File: src/rtl/spi_memory_master.sv
// SPI mode-0 master for SPIMemory bursts: 2-byte header {write, addr} then len data bytes, LSB first.
// Optional cur_addr output (address of the data byte in flight) when SPI_MASTER_CUR_ADDR_EN is defined.
module spi_memory_master #(
  parameter int CLK_DIV    = 2,
  parameter int ADDR_WIDTH = 15,
  parameter int LEN_WIDTH  = 8
) (
  input  logic                  clk,
  input  logic                  _reset,
  input  logic                  start,
  input  logic                  write,
  input  logic [ADDR_WIDTH-1:0] addr,
  input  logic [LEN_WIDTH-1:0]  len,
  input  logic [7:0]            tx_data,
  input  logic                  tx_valid,
  output logic                  tx_ready,
  output logic [7:0]            rx_data,
  output logic                  rx_valid,
  output logic                  busy,
  output logic                  done,
  output logic                  _select,
  output logic                  sck,
  output logic                  mosi,
  input  logic                  miso
`ifdef SPI_MASTER_CUR_ADDR_EN
  ,
  output logic [ADDR_WIDTH-1:0] cur_addr
`endif
);

  localparam int CW = (CLK_DIV > 1) ? $clog2(CLK_DIV) : 1;
  localparam logic [CW-1:0] DIV_LAST = CW'(CLK_DIV - 1);
  localparam logic [LEN_WIDTH:0] FIRST_DATA = (LEN_WIDTH + 1)'(2);

  typedef enum logic [2:0] {IDLE, SETUP, SHIFT, HOLD, GAP} state_t;

  state_t                state_reg;
  logic [CW-1:0]         div_reg;
  logic [2:0]            bit_reg;
  logic [LEN_WIDTH:0]    byte_reg;
  logic [LEN_WIDTH:0]    last_byte_reg;
  logic                  write_reg;
  logic [ADDR_WIDTH-1:0] addr_reg;
  logic [6:0]            tx_shift_reg;
  logic [6:0]            rx_shift_reg;
  logic                  tx_wait_reg;

  logic        phase_end;
  logic        byte_end;
  logic        last_byte;
  logic [15:0] header;

  assign phase_end = (div_reg == DIV_LAST);
  assign byte_end  = (state_reg == SHIFT) && !tx_wait_reg && sck && phase_end && (bit_reg == 3'd7);
  assign last_byte = (byte_reg == last_byte_reg);
  assign header    = {write_reg, 15'(addr_reg)};

  // Consumption happens either exactly at a byte boundary (no stall) or while parked waiting for data.
  assign tx_ready = tx_valid && write_reg &&
                    (((state_reg == SHIFT) && tx_wait_reg) ||
                     (byte_end && !last_byte && (byte_reg != '0)));

  always_ff @(posedge clk or negedge _reset) begin
    if (!_reset) begin
      state_reg     <= IDLE;
      div_reg       <= '0;
      bit_reg       <= '0;
      byte_reg      <= '0;
      last_byte_reg <= '0;
      write_reg     <= 1'b0;
      addr_reg      <= '0;
      tx_shift_reg  <= '0;
      rx_shift_reg  <= '0;
      tx_wait_reg   <= 1'b0;
      rx_data       <= '0;
      rx_valid      <= 1'b0;
      busy          <= 1'b0;
      done          <= 1'b0;
      _select       <= 1'b1;
      sck           <= 1'b0;
      mosi          <= 1'b0;
    end else begin
      done     <= 1'b0;
      rx_valid <= 1'b0;
      case (state_reg)
        IDLE: begin
          if (start) begin
            write_reg     <= write;
            addr_reg      <= addr;
            last_byte_reg <= {1'b0, len} + 1'b1;
            busy          <= 1'b1;
            _select       <= 1'b0;
            div_reg       <= '0;
            state_reg     <= SETUP;
          end
        end
        SETUP: begin
          if (phase_end) begin
            div_reg      <= '0;
            bit_reg      <= '0;
            byte_reg     <= '0;
            mosi         <= header[0];
            tx_shift_reg <= header[7:1];
            state_reg    <= SHIFT;
          end else begin
            div_reg <= div_reg + 1'b1;
          end
        end
        SHIFT: begin
          if (tx_wait_reg) begin
            if (tx_valid) begin
              tx_wait_reg  <= 1'b0;
              div_reg      <= '0;
              mosi         <= tx_data[0];
              tx_shift_reg <= tx_data[7:1];
            end
          end else if (!phase_end) begin
            div_reg <= div_reg + 1'b1;
          end else begin
            div_reg <= '0;
            if (!sck) begin
              sck          <= 1'b1;
              rx_shift_reg <= {miso, rx_shift_reg[6:1]};
              if ((bit_reg == 3'd7) && (byte_reg >= FIRST_DATA) && !write_reg) begin
                rx_data  <= {miso, rx_shift_reg};
                rx_valid <= 1'b1;
              end
            end else begin
              sck <= 1'b0;
              if (bit_reg != 3'd7) begin
                bit_reg      <= bit_reg + 1'b1;
                mosi         <= tx_shift_reg[0];
                tx_shift_reg <= {1'b0, tx_shift_reg[6:1]};
              end else begin
                bit_reg <= '0;
                if (last_byte) begin
                  mosi      <= 1'b0;
                  state_reg <= HOLD;
                end else begin
                  byte_reg <= byte_reg + 1'b1;
                  if (byte_reg == '0) begin
                    mosi         <= header[8];
                    tx_shift_reg <= header[15:9];
                  end else if (!write_reg) begin
                    mosi         <= 1'b0;
                    tx_shift_reg <= '0;
                  end else if (tx_valid) begin
                    mosi         <= tx_data[0];
                    tx_shift_reg <= tx_data[7:1];
                  end else begin
                    // Park with sck low until the host supplies the next byte.
                    tx_wait_reg <= 1'b1;
                  end
                end
              end
            end
          end
        end
        HOLD: begin
          if (phase_end) begin
            div_reg   <= '0;
            _select   <= 1'b1;
            done      <= 1'b1;
            state_reg <= GAP;
          end else begin
            div_reg <= div_reg + 1'b1;
          end
        end
        GAP: begin
          if (phase_end) begin
            div_reg   <= '0;
            busy      <= 1'b0;
            state_reg <= IDLE;
          end else begin
            div_reg <= div_reg + 1'b1;
          end
        end
        default: state_reg <= IDLE;
      endcase
    end
  end

`ifdef SPI_MASTER_CUR_ADDR_EN
  always_ff @(posedge clk or negedge _reset) begin
    if (!_reset) begin
      cur_addr <= '0;
    end else if ((state_reg == IDLE) && start) begin
      cur_addr <= addr;
    end else if (byte_end && (byte_reg >= FIRST_DATA)) begin
      cur_addr <= cur_addr + 1'b1;
    end
  end
`endif

endmodule

File: config.mk
export PLATFORM = sky130hd
export DESIGN_NAME = spi_memory_master
export DESIGN_NICKNAME = d
export VERILOG_FILES = /design/src/rtl/spi_memory_master.sv
export SDC_FILE = /design/constraint.sdc
export NUM_CORES = 1
export LEC_CHECK = 0
export ABC_CLOCK_PERIOD_IN_PS = 3600
export BUFFER_PORTS_ARGS = -buffer_cell sky130_fd_sc_hd__buf_4
export CAP_MARGIN = 20
export CELL_PAD_IN_SITES_DETAIL_PLACEMENT = 0
export CELL_PAD_IN_SITES_GLOBAL_PLACEMENT = 1
export CORE_ASPECT_RATIO = 0.75
export CORE_MARGIN = 1.5
export CORE_UTILIZATION = 48
export CTS_CLUSTER_DIAMETER = 80
export DETAILED_ROUTE_END_ITERATION = 10
export GPL_ROUTABILITY_DRIVEN = 0
export PLACE_DENSITY_LB_ADDON = 0.1
export SYNTH_ARGS = -nofsm -noshare
export SYNTH_HDL_FRONTEND = slang
export SYNTH_SLANG_ARGS = --single-unit
export TNS_END_PERCENT = 5
File: constraint.sdc
create_clock -name clk -period 3.6 [get_ports clk]
set_input_delay 0.18 -clock clk [delete_from_list [all_inputs] [get_ports clk]]
set_output_delay 0.18 -clock clk [all_outputs]
set_load 0.005 [all_outputs]
==> results of run 1 <==
tightest hold or removal path, stage by stage:
cell	delay (ps)
buf_4	80
nand2_1	40
nand2_1	50
kinds of logic after synthesis:
logic type      Yosys count  synth area share, %
buf+inv                  36                 4.01
simple gates            155                 21.7
xor+xnor                 17                 3.98
compound gates           74                 12.6
mux                      30                 8.87
fa+ha+maj                 6                 2.01
flops                    70                 46.9
per-layer routing:
metal / track usage (%) / vias up / routed length, um
met5: 0 / - / 0
met4: 8.90 / 0 / 69
met3: 6.53 / 4 / 460
met2: 32.7 / 80 / 3900
met1: 31.9 / 1456 / 4260
li1: - / 1489 / -
per-stage QoR:
stage               instances  cell area, um^2  setup slack (ps)  power, mW
floorplan                 388             3740              1490       2.02
global placement          523             4190              1170       2.33
detailed placement        523             4190              1090       2.36
CTS                       552             4520               769       3.05
global route              552             4520               606       3.24
finish                    552             4520               836       3.01
worst min path at each step:
stage / start / slack, ps / to
final: addr[7] / 10 / addr_reg[7]
after floorplan: _reset / -120 / addr_reg[0]
after global routing: addr[7] / 8 / addr_reg[7]
after detailed placement: _reset / 370 / done
after CTS: addr[7] / 0.4 / addr_reg[7]
after global placement: _reset / 370 / done
repair_timing:
| item | CTS | global route |
|---|---|---|
| hold buffers | 13 | 0 |
| buffers inserted | 0 | 0 |
| endpoints found under the hold margin | 81 | 0 |
cell type report:
cell class                      count  area (um^2)  share of cell area (%)
Multi-Input combinational cell    282         1850                    40.8
Sequential cell                    70         1750                    38.8
Timing Repair Buffer               67          536                    11.8
Tap cell                          101          126                    2.79
Clock buffer                        9          124                    2.74
Clock inverter                      7         78.8                    1.74
Inverter                           16         60.1                    1.33
cell usage after synthesis (all sizes together):
cell    instances
dfrtp          69
a211oi          5
a21oi          16
clkbuf         13
mux2           25
nand4           4
o21a            1
xor2           11
nor4            3
or3             4
o31ai           5
a221oi          7
and4b           1
dfstp           1
a31oi           3
ha              6
and4            2
and3b           1
a22oi           1
o21ai          31
mux2i           5
nor3b           2
nor4bb          1
a221o           1
or4b            1
a32o            1
or4             6
nand3          17
nor2           24
xnor2           6
and3            5
nor3            4
nor4b           4
nor2b           2
o41ai           3
nand3b          3
nand2          71
buf             7
inv            16
power by group through the flow:
stage | registers [mW] | clock network [mW] | logic (mW)
2_1_floorplan | 1.20 | 0 | 0.823
3_3_place_gp | 1.33 | 0 | 1.00
3_5_place_dp | 1.33 | 0 | 1.03
4_1_cts | 1.32 | 0.684 | 1.04
5_1_grt | 1.36 | 0.721 | 1.16
6_report | 1.32 | 0.664 | 1.03
==> impl_metrics.yaml, run 1 <==
power:
  cell_internal_pwr_mw: 1.86
  peakVddDrop_mv: 0.293
  p_seq_share_pct: 43.7
  powerDensity_mw_per_mm2: 666
  p_sw_mw: 1.15
  switching_share_pct: 38.2
  power_frac_comb_pct: 34.3
  p_leak_nw: 2.14
  p_clk_share_pct: 22.1
clock_network:
  clk_pin_slew_ps: 80
  cts-root-buf: "clkbuf_8"
  cts_tree: "done"
  clockBufferDepth: 2
  cts_resized: 0
  cts_buffers: 9
  worstSkewPairLatency_ps: 360
  cts_max_level: 3
  cts.sinks: 70
route:
  first_pass_iters: 4
  route.detailed.drc: 0
  wl_per_cell_um: 15.8
  ant_nets: 0
  wl_mm: 8.70
  vias: 3029
  via_per_inst: 5.49
  drtIter0Drc: 147
final_layout:
  drive_above_1_share_pct: 23.5
  largest_register_ffs: 15
  layout_common_cells: "nand2_1 (71), dfrtp_1 (69), buf_4 (54)"
  syn2layout_area_growth_pct: 20.9
  fillers: 648
  utilization_pct: 60.9
  fin_nets: 489
  n_antenna_cell: 0
  final_common_cell: "nand2_1"
floorplanning:
  start_util_pct: 50.3
  die_y_um: 79.4
  ios: 52
  die-area_mm2: 0.00834
  core.rowCount: 27
  coreArea_mm2: 0.00743
  die_w_um: 105
setup_path:
  r2r-end: "tx_shift_reg[0]"
  arrival_ps: 2580
  crit_buf_inv: 2
  startpoint_type: "flop"
  rr_startpoint: "bit_reg[0]"
  setup.worst_path.start: "tx_wait_reg"
  crit_end: "tx_ready"
  path_depth: 6
  critPathRequiredTime_ps: 3420
  crit_chain: "nor4b_4 > nand2_1 > inv_1 > nand4_1 > o41ai_1 > buf_4"
  crit_path_end_kind: "output port"
  reg2reg_slack_ps: 1080
  path_delay_family: "simple AND/OR/NAND/NOR gates"
  cpPeakStageDelay_ps: 630
  slowest_stage: "dfrtp_1"
  reg2reg_depth: 5
  crit_type: "flop to output port"
  path_max_fanout: 19
sta:
  tightest_slew_ps: 978
  grt_setup_unrepaired: "no"
  period_minus_slack_ps: 2760
  final_hold_viol_count: 0
  skew_ps: 9.32
  timing.fmax_ghz: 0.362
  whs_ps: 13.7
  slew_violations: 0
  tns_ps: 0
  post-route-period-util_pct: 76.8
  relSlewSlack_pct: 34.3
  setup_viol: 0
job:
  maxCapViolCount: 0
yosys:
  synth_top_area_share_pct: 46.2
  yosys-top-cells-area: "dfrtp_1 (46%), mux2_2 (7.5%), nand2_1 (7.1%)"
  yosys_warnings: 0
  yosysTopAreaCell: "dfrtp_1"
  synth_nets: 431
  synthCells: 388
  synth.distinct_cells: 50
  synth.avg_cell_area_um2: 9.64
  synth_seq_cells: 70
  syn_area_mm2: 0.00374
  synth-seq-area-share_pct: 46.9
worst_hold_path:
  hp-class: "input pin to flop"
  whs_path_depth: 3
global_route:
  grt_max_degree: 71
  grt_usage_pct: 22.6
  grt_pass1_wl_mm: 14.4
  antenna_found_initial: 0
  grt_pass1_vias: 2860
  grt_overflow: 0
placed_design:
  dp_hpwl_mm: 5.95
  port_buffers: 51
outcome:
  status: "finished clean"
No activity file was read; power rests on OpenSTA's default activity.
==> run 2, diff against run 1 <==
--- a/config.mk
+++ b/config.mk
@@ -5,14 +5,14 @@
 export SDC_FILE = /design/constraint.sdc
 export NUM_CORES = 1
 export LEC_CHECK = 0
-export ABC_CLOCK_PERIOD_IN_PS = 3600
+export ABC_CLOCK_PERIOD_IN_PS = 2700
 export BUFFER_PORTS_ARGS = -buffer_cell sky130_fd_sc_hd__buf_4
 export CAP_MARGIN = 20
 export CELL_PAD_IN_SITES_DETAIL_PLACEMENT = 0
 export CELL_PAD_IN_SITES_GLOBAL_PLACEMENT = 1
 export CORE_ASPECT_RATIO = 0.75
 export CORE_MARGIN = 1.5
-export CORE_UTILIZATION = 48
+export CORE_UTILIZATION = 44
 export CTS_CLUSTER_DIAMETER = 80
 export DETAILED_ROUTE_END_ITERATION = 10
 export GPL_ROUTABILITY_DRIVEN = 0
==> constraint.sdc (replaced) <==
create_clock -name clk -period 2.7 [get_ports clk]
set_input_delay 0.135 -clock clk [delete_from_list [all_inputs] [get_ports clk]]
set_output_delay 0.135 -clock clk [all_outputs]
set_load 0.005 [all_outputs]
==> run 2 against run 1 <==
Net effect: via count up 0.36%; highest routed layer unchanged; cell area up 3.9%; die area up 8.8%.
==> impl_metrics.yaml, run 2 (synthesis gave the netlist of run 1 again) <==
final_layout:
  layout_common_cells: "nand2_1 (71), dfrtp_1 (68), buf_4 (64)"
  largest_register_ffs: 15
  syn2layout_area_growth_pct: 25.6
  utilization_pct: 58.3
  n_antenna_cell: 0
  final_cells: 566
  final_cell_area_mm2: 0.00470
  fin_nets: 499
  drive_above_1_share_pct: 25.4
  final_common_cell: "nand2_1"
power:
  powerDensity_mw_per_mm2: 934
  p_leak_nw: 2.23
  peakVddDrop_mv: 0.509
  fin_total_pwr_mw: 4.39
global_route:
  grt_overflow: 0
  antenna_found_initial: 0
  grt_usage_pct: 21.2
  grt_pass1_wl_mm: 15.0
  grt_pass1_vias: 2976
  grt_max_degree: 71
clock_network:
  cts_buffers: 9
  cts.sinks: 70
  cts_max_level: 3
  cts_tree: "done"
  clk_pin_slew_ps: 60
  worstSkewPairLatency_ps: 340
  clockBufferDepth: 2
  cts-root-buf: "clkbuf_16"
placed_design:
  dp_hpwl_mm: 6.34
  dpl.cell_count: 537
  preCtsSetupSlack_ps: 361
  dpl_cell_area_mm2: 0.00427
  port_buffers: 51
outcome:
  status: "finished clean"
route:
  wl_mm: 8.95
  ant_nets: 0
  via_per_inst: 5.37
  wl_per_cell_um: 15.8
  route.detailed.drc: 0
  first_pass_iters: 5
  vias: 3040
  drtIter0Drc: 209
sta:
  relSlewSlack_pct: 40.5
  timing.fmax_ghz: 0.409
  post-route-period-util_pct: 90.6
  skew_ps: 9.40
  grt_setup_unrepaired: "no"
  tns_ps: 0
  final.setup.worst_slack_ps: 254
  final_hold_viol_count: 0
  tightest_slew_ps: 893
  slew_violations: 0
  period_minus_slack_ps: 2450
  whs_ps: 10.7
  setup_viol: 0
setup_path:
  reg2reg_depth: 5
  arrival_ps: 2310
  path_max_fanout: 17
  critPathRequiredTime_ps: 2570
  crit_type: "flop to output port"
  startpoint_type: "flop"
  crit_path_end_kind: "output port"
job:
  maxCapViolCount: 0
floorplanning:
  ios: 52
  die_y_um: 82.8
  die_w_um: 109
  start_util_pct: 46.4
  coreArea_mm2: 0.00806
  core.rowCount: 28
  die-area_mm2: 0.00907
worst_hold_path:
  hp-class: "input pin to flop"
  whs_path_depth: 3
run 2: where the power goes:
group,switching [mW],internal [mW]
combinational,0.793,0.696
sequential,0.319,1.41
clock,0.519,0.656
run 2: final timing paths:
path	from	endpoint	slack, ps
setup / recovery	state_reg[0]	tx_ready	250
hold / removal	addr[12]	addr_reg[12]	10
setup reg to reg	byte_reg[1]	tx_shift_reg[5]	350
hold reg to reg	_select	_select	470
max in group asynchronous	_reset	last_byte_reg[7]	1650
min in group asynchronous	_reset	byte_reg[2]	450
run 2: critical path: stages, from the launching register on:
cell and delay [ps]:
dfrtp_1 580, nor4b_4 310, nand2_1 180, inv_1 90, nand4_1 190, o41ai_1 440, buf_4 180
run 2: layer usage:
layer  global-route usage, %  vias up  wire, um
met2                    30.8       79      3880
met4                    4.60        0       100
met5                       0        -         0
li1                        -     1510         -
met1                    31.7     1442      4500
met3                    5.65        9       475
run 2: layout make-up:
cell class | instances | area [um^2]
clock buffers | 9 | 225
inverters | 16 | 60.1
repair buffers | 77 | 611
fillers | 747 | 3360
flip-flops and latches | 70 | 1750
well taps | 105 | 131
clock inverters | 7 | 71.3
multi-input cells | 282 | 1850
run 2: what timing repair did:
item | CTS | global route
setup endpoints to repair | 0 | 1
resized for setup | 0 | 1
hold endpoints to repair | 81 | 0
hold buffers | 13 | 0
setup buffers | 0 | 0
